===== src/rtl/alu_seq_pkg.sv =====
// Shared constants, FSM encodings, ALU opcodes and command payload for the ALU command sequencer.
package alu_seq_pkg;

  localparam int unsigned WIDTH = 4;
  localparam int unsigned NREGS = 4;
  localparam int unsigned RAW   = 2;
  localparam int unsigned OPW   = 4;

  localparam logic [0:0] IDLE = 1'b0;
  localparam logic [0:0] EXEC = 1'b1;

  localparam logic [OPW-1:0] ADD  = 4'b1000;
  localparam logic [OPW-1:0] ADDC = 4'b1001;
  localparam logic [OPW-1:0] AND  = 4'b0000;
  localparam logic [OPW-1:0] XOR  = 4'b0010;

  typedef struct packed {
    logic             ld;
    logic [OPW-1:0]   op;
    logic             cin;
    logic             cin_sel;
    logic [RAW-1:0]   src_a;
    logic [RAW-1:0]   src_b;
    logic             imm_sel;
    logic [WIDTH-1:0] imm;
    logic [RAW-1:0]   dst;
    logic             wen;
  } cmd_t;

endpackage


===== src/rtl/alu_seq_regfile.sv =====
// Operand register file: one synchronous write port, three combinational read ports.
module alu_seq_regfile
  import alu_seq_pkg::*;
(
  input  logic             clk,
  input  logic             rst,
  input  logic             we,
  input  logic [RAW-1:0]   waddr,
  input  logic [WIDTH-1:0] wdata,
  input  logic [RAW-1:0]   ra_addr,
  output logic [WIDTH-1:0] ra_data,
  input  logic [RAW-1:0]   rb_addr,
  output logic [WIDTH-1:0] rb_data,
  input  logic [RAW-1:0]   rd_addr,
  output logic [WIDTH-1:0] rd_data
);

  logic [WIDTH-1:0] mem [NREGS];

  always_ff @(posedge clk or posedge rst) begin
    if (rst) begin
      for (int i = 0; i < int'(NREGS); i++) mem[i] <= '0;
    end else if (we) begin
      mem[waddr] <= wdata;
    end
  end

  assign ra_data = mem[ra_addr];
  assign rb_data = mem[rb_addr];
  assign rd_data = mem[rd_addr];

endmodule


===== src/rtl/alu_seq.sv =====
// ALU command sequencer: latches operands into the ALU, captures its result one cycle later,
// writes it back and keeps sticky carry/overflow for carry chaining.
module alu_seq
  import alu_seq_pkg::*;
(
  input  logic             clk,
  input  logic             rst,
  input  logic             cmd_valid,
  output logic             cmd_ready,
  input  logic             cmd_ld,
  input  logic [OPW-1:0]   cmd_op,
  input  logic             cmd_cin,
  input  logic             cmd_cin_sel,
  input  logic [RAW-1:0]   cmd_src_a,
  input  logic [RAW-1:0]   cmd_src_b,
  input  logic             cmd_imm_sel,
  input  logic [WIDTH-1:0] cmd_imm,
  input  logic [RAW-1:0]   cmd_dst,
  input  logic             cmd_wen,
  output logic [WIDTH-1:0] aluin_a,
  output logic [WIDTH-1:0] aluin_b,
  output logic [OPW-1:0]   OPCODE,
  output logic             Cin,
  input  logic [WIDTH-1:0] alu_out,
  input  logic             Cout,
  input  logic             OF,
  output logic             rsp_valid,
  output logic [WIDTH-1:0] rsp_data,
  output logic             rsp_cout,
  output logic             rsp_of,
  output logic             carry_flag,
  output logic             ovf_flag,
  input  logic [RAW-1:0]   dbg_addr,
  output logic [WIDTH-1:0] dbg_data
);

  cmd_t             cmd;
  logic [0:0]       state;
  logic [0:0]       state_nxt;
  logic             accept;
  logic [RAW-1:0]   dst_q;
  logic             wen_q;
  logic [WIDTH-1:0] rf_a;
  logic [WIDTH-1:0] rf_b;
  logic             rf_we;
  logic [RAW-1:0]   rf_waddr;
  logic [WIDTH-1:0] rf_wdata;

  always_comb begin
    cmd = '{ld: cmd_ld, op: cmd_op, cin: cmd_cin, cin_sel: cmd_cin_sel,
            src_a: cmd_src_a, src_b: cmd_src_b, imm_sel: cmd_imm_sel,
            imm: cmd_imm, dst: cmd_dst, wen: cmd_wen};
  end

  assign cmd_ready = (state == IDLE);
  assign accept    = cmd_valid & cmd_ready;

  alu_seq_regfile u_regfile (
    .clk     (clk),
    .rst     (rst),
    .we      (rf_we),
    .waddr   (rf_waddr),
    .wdata   (rf_wdata),
    .ra_addr (cmd.src_a),
    .ra_data (rf_a),
    .rb_addr (cmd.src_b),
    .rb_data (rf_b),
    .rd_addr (dbg_addr),
    .rd_data (dbg_data)
  );

  always_ff @(posedge clk or posedge rst) begin
    if (rst) state <= IDLE;
    else     state <= state_nxt;
  end

  // Loads write at accept; ALU ops write back at the EXEC edge, so the port is never contended.
  always_comb begin
    state_nxt = state;
    rf_we     = 1'b0;
    rf_waddr  = cmd.dst;
    rf_wdata  = cmd.imm;
    case (state)
      IDLE: begin
        if (accept) begin
          if (cmd.ld) rf_we     = 1'b1;
          else        state_nxt = EXEC;
        end
      end
      EXEC: begin
        rf_we     = wen_q;
        rf_waddr  = dst_q;
        rf_wdata  = alu_out;
        state_nxt = IDLE;
      end
      default: state_nxt = IDLE;
    endcase
  end

  always_ff @(posedge clk or posedge rst) begin
    if (rst) begin
      aluin_a    <= '0;
      aluin_b    <= '0;
      OPCODE     <= '0;
      Cin        <= 1'b0;
      dst_q      <= '0;
      wen_q      <= 1'b0;
      rsp_valid  <= 1'b0;
      rsp_data   <= '0;
      rsp_cout   <= 1'b0;
      rsp_of     <= 1'b0;
      carry_flag <= 1'b0;
      ovf_flag   <= 1'b0;
    end else begin
      rsp_valid <= 1'b0;
      if (state == IDLE && accept) begin
        if (cmd.ld) begin
          rsp_valid <= 1'b1;
          rsp_data  <= cmd.imm;
          rsp_cout  <= 1'b0;
          rsp_of    <= 1'b0;
        end else begin
          aluin_a <= rf_a;
          aluin_b <= cmd.imm_sel ? cmd.imm : rf_b;
          OPCODE  <= cmd.op;
          Cin     <= cmd.cin_sel ? carry_flag : cmd.cin;
          dst_q   <= cmd.dst;
          wen_q   <= cmd.wen;
        end
      end else if (state == EXEC) begin
        rsp_valid  <= 1'b1;
        rsp_data   <= alu_out;
        rsp_cout   <= Cout;
        rsp_of     <= OF;
        carry_flag <= Cout;
        ovf_flag   <= OF;
      end
    end
  end

endmodule


===== config.mk =====
export PLATFORM = sky130hd
export DESIGN_NAME = alu_seq
export DESIGN_NICKNAME = d
export VERILOG_FILES = /design/src/rtl/alu_seq_pkg.sv /design/src/rtl/alu_seq_regfile.sv /design/src/rtl/alu_seq.sv
export SDC_FILE = /design/constraint.sdc
export NUM_CORES = 1
export LEC_CHECK = 0
export ABC_CLOCK_PERIOD_IN_PS = 2200
export CORE_MARGIN = 2
export CORE_UTILIZATION = 25
export CTS_BUF_LIST = sky130_fd_sc_hd__clkbuf_2
export DETAILED_ROUTE_END_ITERATION = 8
export DONT_BUFFER_PORTS = 1
export HOLD_SLACK_MARGIN = 0.1
export SYNTH_ARGS = -nofsm -noshare
export SYNTH_HDL_FRONTEND = slang
export SYNTH_SLANG_ARGS = --single-unit

===== constraint.sdc =====
create_clock -name clk -period 2.2 [get_ports clk]
set_input_delay 0.22 -clock clk [delete_from_list [all_inputs] [get_ports clk]]
set_output_delay 0.22 -clock clk [all_outputs]
set_load 0.01 [all_outputs]

==> results of run 1 <==
## placed cells by master, fill, tap and decap left out, types with 3 or more instances in the layout
cell type      instances
dfrtp_1               42
dlygate4sd3_1         40
mux2_2                25
mux4_2                12
mux2i_1                9
o21ai_0                8
inv_1                  7
a21oi_1                6
nand2_1                5
nor2_1                 5
clkbuf_2               5
mux2_4                 4
buf_4                  3
## power by group
part           internal [mW]  switching, mW
clock                  0.308          0.270
sequential             0.992          0.245
combinational          0.446          0.216
total                   1.75          0.731
## logic make-up (layout without fill, tap and decap cells)
group	count (synthesis)	after routing	synth area share, %
buf+inv	12	59	2.59
simple gates	15	15	4.25
compound gates	20	20	6.22
flops	42	42	51.7
other cells	0	1	0
mux	51	51	35.2
## path summary, 6_finish.rpt
kind / start / end / slack, ns / depth (start not counted)
max reg2reg: state / OPCODE[2] / 0.21 / 3
min: cmd_src_a[1] / aluin_a[3] / 0.15 / 2
max: state / OPCODE[2] / 0.21 / 3
max in group asynchronous: rst / OPCODE[0] / 1.32 / 3
min reg2reg: dst_q[1] / dst_q[1] / 0.56 / 1
min in group asynchronous: rst / ovf_flag / 0.26 / 2
## metrics by stage
| step | hold WS [ns] | total power [mW] | instance area [sq um] | util, % | setup WS (ns) |
|---|---|---|---|---|---|
| final | 0.149 | 2.48 | 2680 | 34.3 | 0.212 |
| after global routing | 0.102 | 2.63 | 2680 | 34.3 | 0.150 |
| after CTS | 0.117 | 2.50 | 2660 | 34.0 | 0.221 |
| after detailed placement | 0.226 | 1.81 | 2180 | 27.9 | 0.557 |
| after global placement | 0.218 | 1.79 | 2180 | 27.9 | 0.601 |
| after floorplan | 0.354 | 1.64 | 2030 | - | 0.741 |
## registers in the layout, summed over array words and instances, names as in the netlist, 2 cells and up
name / count
aluin_b: 4
rsp_data: 4
aluin_a: 4
u_regfile.mem: 16
dst_q: 2
OPCODE: 4
## area by class of cell
cell class,count,area share (%)
timing repair buffer,44,16.5
clock inverter,3,2.57
tap,102,4.76
antenna,1,0.0934
clock buffer,5,0.934
multi-input combinational,86,34.9
inverter,7,0.981
sequential,42,39.2
## timing repair
item                                   4_1_cts  5_1_grt
endpoints found under the hold margin       36        2
hold buffers                                38        2
buffers inserted                             0        0
## worst max-delay path, cell delays in order, from the launching register on
cell	delay (ns)
dfrtp_1	0.53
nor3b_4	0.43
mux2_2	0.39
dlygate4sd3_1	0.56
## routing by layer
| metal | global-route usage, % | vias to the layer above |
|---|---|---|
| met2 | 19.2 | 56 |
| met3 | 6.82 | 4 |
| met4 | 1.81 | 0 |
| met1 | 15.0 | 687 |
| li1 | - | 612 |
| met5 | 0 | - |
==> summary.txt, run 1 <==
Route
  – DRC Markers: 0
  – Met3 WL: 525 um
  – Detailed router's first-iteration violation count: 72
  – Routed wire per std cell: 17.6 um
  – Final ANT Viol Nets: 0
  – Vias/cell: 4.69
  – Met1 WL: 2140 um
  – Routed vias: between 1,000 and 1,500
  – Post-Route WL: 5110 um
  – Router iterations before antenna repair: 4
  – DR top layer: met4
  – WL met2: between 2000 and 2500 um

Setup path
  – CP max FO: 7
  – Critical Path RT: about 2.5 ns
  – Worst Path Arrival: 2.29 ns
  – Type of origin of the critical path: flip-flop
  – Setup crit end kind: flip-flop
  – Kind of critical path: reg -> reg

Global route
  – Initial antenna violation count: 0
  – First-pass GRT wire length: approximately 7900 um
  – GRT Util Overall: 12.2%
  – Congestion Overflow GR: 0
  – Vias in the first global route: 1,456
  – Largest net degree at the start of global routing: 29

CTS
  – Clock buffer count from CTS: 5
  – Clock latency on the worst-skew pair: ~0.42 ns
  – CTS tree: built
  – H-tree depth: 2
  – Root buffer cell: clkbuf_2
  – CTS Buffer Depth: 2
  – Clock sinks: 42
  – Clock transition at the registers of the reported paths: 0.21 ns
  – PostCTS Resize Cnt: 0

Synth
  – Cell area after synthesis: 2030 sq um
  – Syn Nets: 170
  – Area fraction of the dominant cell type after synthesis: roughly half
  – Top-count cell post-synth: dfrtp_1
  – Yosys reg bits: between 40 and 50
  – YS warnings: 0
  – Synth area leader: dfrtp_1
  – Largest cells by area after synthesis: dfrtp_1 (52%), mux2_2 (14%), mux4_2 (13%)
  – Sequential area share after synthesis: 51.7%
  – Synth cell types: 23
  – Asr flop ratio synth: 100%
  – Commonest cells post-synth: dfrtp_1 (42), mux2_2 (25), mux4_2 (12), mux2i_1 (9), o21ai_0 (8)
  – Synthesized instance count: 140
  – Ys flop type: dfrtp_1
  – EDFF count, synth: 0
  – Avg Cell Area, Syn: 14.5 sq um

STA
  – Slew HR: around three fifths
  – Fin crit period: a little under 2 ns
  – Final hold violations: 0
  – Max frequency: 503 MHz
  – Period utilization: about nine tenths
  – Max Slew Vio Count: 0
  – Measured slew at the worst slew-check pin: 0.629 ns
  – Final setup fails: 0
  – Worst Skew: 0.0405 ns
  – TNS Setup: 0 ns
  – RSZ-0062 raised after global routing: false

Floorplanning
  – CORE AREA: about 7800 sq um
  – Die X: between 90 and 100 um
  – FP Rows: 32
  – Die Height: ~94 um
  – Initial Utilization: 26.0%
  – Die area: about 9000 sq um
  – IO Pins: 57

Final layout
  – Fill cells: between 700 and 800
  – Area of the multi-input gates: 935 sq um
  – Layout cell share with drive strength beyond 1: 32.1%
  – Finished Layout Cells: 290
  – FF+latch area: 1050 sq um
  – Area Overhead vs Synth: 31.8%
  – Nets: 216

Worst hold path
  – HP Class: in -> reg

Placement
  – Placed Instances: 241
  – GP Congestion: 0.781
  – Post-DP HPWL: 3510 um
  – Port Buffers: 0

Power
  – PwrDens: 925 nW/um^2
  – Leak: 1.13 nW
  – Peak supply drop: around 0.29 mV

Run status
  – Status: finished, final reports clean

Run
  – Maximum Capacitance Violations: 0
(Power assumes the default switching activity.)
==> inputs of run 2 (changes only) <==
- MAX_ROUTING_LAYER: not set -> met4
==> summary.txt, run 2 (synthesized netlist as in run 1, its figures left out) <==
Route
  – Final ANT Viol Nets: 0
  – Vias/cell: approximately 4.7
  – Detailed router's first-iteration violation count: 70
  – Routed vias: 1,362
  – Post-Route WL: between 5000 and 6000 um
  – Router iterations before antenna repair: 4
  – Routed wire per std cell: 17.8 um
  – DRC Markers: 0

Floorplanning
  – IO Pins: 57
  – Die X: 94.2 um
  – Die area: around 9000 sq um
  – CORE AREA: about 8000 sq um
  – Die Height: 94.2 um
  – Initial Utilization: a little over a quarter
  – FP Rows: 32

STA
  – Slew HR: 57.0%
  – Period utilization: 90.3%
  – Max Slew Vio Count: 0
  – TNS Setup: 0 ns
  – Measured slew at the worst slew-check pin: between 0.6 and 0.7 ns
  – RSZ-0062 raised after global routing: false
  – Final hold violations: 0
  – Worst Skew: about 0.043 ns
  – Fin crit period: slightly below 2 ns
  – Worst hold slack: 0.143 ns
  – Final setup fails: 0
  – Max frequency: between 500 and 600 MHz

CTS
  – Clock latency on the worst-skew pair: 0.43 ns
  – Clock transition at the registers of the reported paths: 0.21 ns
  – Clock sinks: 42
  – CTS tree: built
  – Root buffer cell: clkbuf_2
  – CTS Buffer Depth: 2
  – H-tree depth: 2
  – Clock buffer count from CTS: 5
  – Setup Buffers After CTS: 0

Power
  – Leak: 1.13 nW
  – PwrDens: 925 nW/um^2
  – Peak supply drop: 0.288 mV

Setup path
  – Cell depth of the worst setup path: 3
  – R2R Path End: OPCODE[2]
  – Worst Path Buf+Inv: 1
  – Setup crit end kind: flip-flop
  – Crit-path max cell delay: between 0.5 and 0.6 ns
  – Critical Path Sink: OPCODE[2]
  – Slowest CP cell: dlygate4sd3_1
  – Critical path, cell by cell: nor3b_4, mux2_2, dlygate4sd3_1
  – CP max FO: 7
  – Type of origin of the critical path: flip-flop
  – Worst reg2reg path depth: 3
  – R2R Path Start: state
  – Kind of critical path: reg -> reg
  – FF-to-FF setup slack: around 0.21 ns
  – Kind of cell adding the most delay to the critical path: buffers and inverters
  – Worst Path Arrival: 2.29 ns
  – Worst Setup SP: state
  – Critical Path RT: 2.50 ns

Placement
  – DP Area: 2180 sq um
  – Port Buffers: 0
  – GP Congestion: 0.791
  – Post-DP HPWL: around 3500 um

Final layout
  – ANT cells: 0
  – Max FFs per register: 16
  – Most common cell after layout, fill and taps aside: dfrtp_1
  – Largest register by flop count: u_regfile.mem
  – Final instance area: 2680 sq um
  – Nets: 216
  – Layout cell share with drive strength beyond 1: between 30% and 40%
  – Area Overhead vs Synth: 31.7%
  – Fill cells: 774
  – Commonest non-fill, non-tap cells in the layout: dfrtp_1 (42), dlygate4sd3_1 (40), mux2_2 (25)

Global route
  – Vias in the first global route: 1,457
  – Largest net degree at the start of global routing: 29
  – GRT Util Overall: 12.5%
  – Initial antenna violation count: 0
  – Congestion Overflow GR: 0
  – First-pass GRT wire length: 7910 um

Run
  – Maximum Capacitance Violations: 0

Run status
  – Status: finished, final reports clean

Worst hold path
  – HP Class: in -> reg
-- run 2: worst min path at each step --
stage                            start     endpoint  slack (ns)  cells after the start
after floorplan             alu_out[0]  rsp_data[0]        0.35                      2
after global placement             rst    OPCODE[2]        0.22                      1
after detailed placement           rst    OPCODE[2]        0.23                      1
after CTS                 cmd_src_a[0]   aluin_a[2]        0.12                      2
after global routing      cmd_src_a[1]   aluin_a[3]        0.10                      2
final                     cmd_src_a[1]   aluin_a[3]        0.14                      2
-- run 2: final cells by class --
type	instances	area [sq um]	area share, %
Timing Repair Buffer	44	443	16.5
Multi-Input combinational cell	86	935	34.9
Clock buffer	5	25.0	0.935
Inverter	7	26.3	0.982
Sequential cell	42	1050	39.3
Clock inverter	3	68.8	2.57
Tap cell	102	128	4.77
-- run 2: what timing repair did --
| item | 4_1_cts | 5_1_grt |
|---|---|---|
| gates resized for setup | 0 | 0 |
| hold buffers | 38 | 2 |
| hold endpoints to repair | 36 | 2 |
-- run 2: stage by stage --
step,util (%),setup WS (ns),power (mW),instances
after floorplan,-,0.741,1.64,140
after global placement,27.9,0.601,1.79,241
after detailed placement,27.9,0.557,1.81,241
after CTS,34.0,0.221,2.50,287
after global routing,34.3,0.150,2.63,289
final,34.3,0.213,2.48,289
-- run 2: layer usage --
layer  part of all wire (%)  global-route usage, %  wire length, um  up-vias
met3                     11                   6.82              549        4
met2                     47                   19.1             2440       57
met1                     41                   15.1             2120      690
li1                       -                      -                -      611
met4                   0.55                   1.81               28        0
met5                      0                      -                0        -
-- run 2: power by group --
part,switching [mW],leakage [nW],internal [mW]
Clock,0.270,0.0532,0.308
Sequential,0.246,0.501,0.992
Combinational,0.215,0.576,0.446
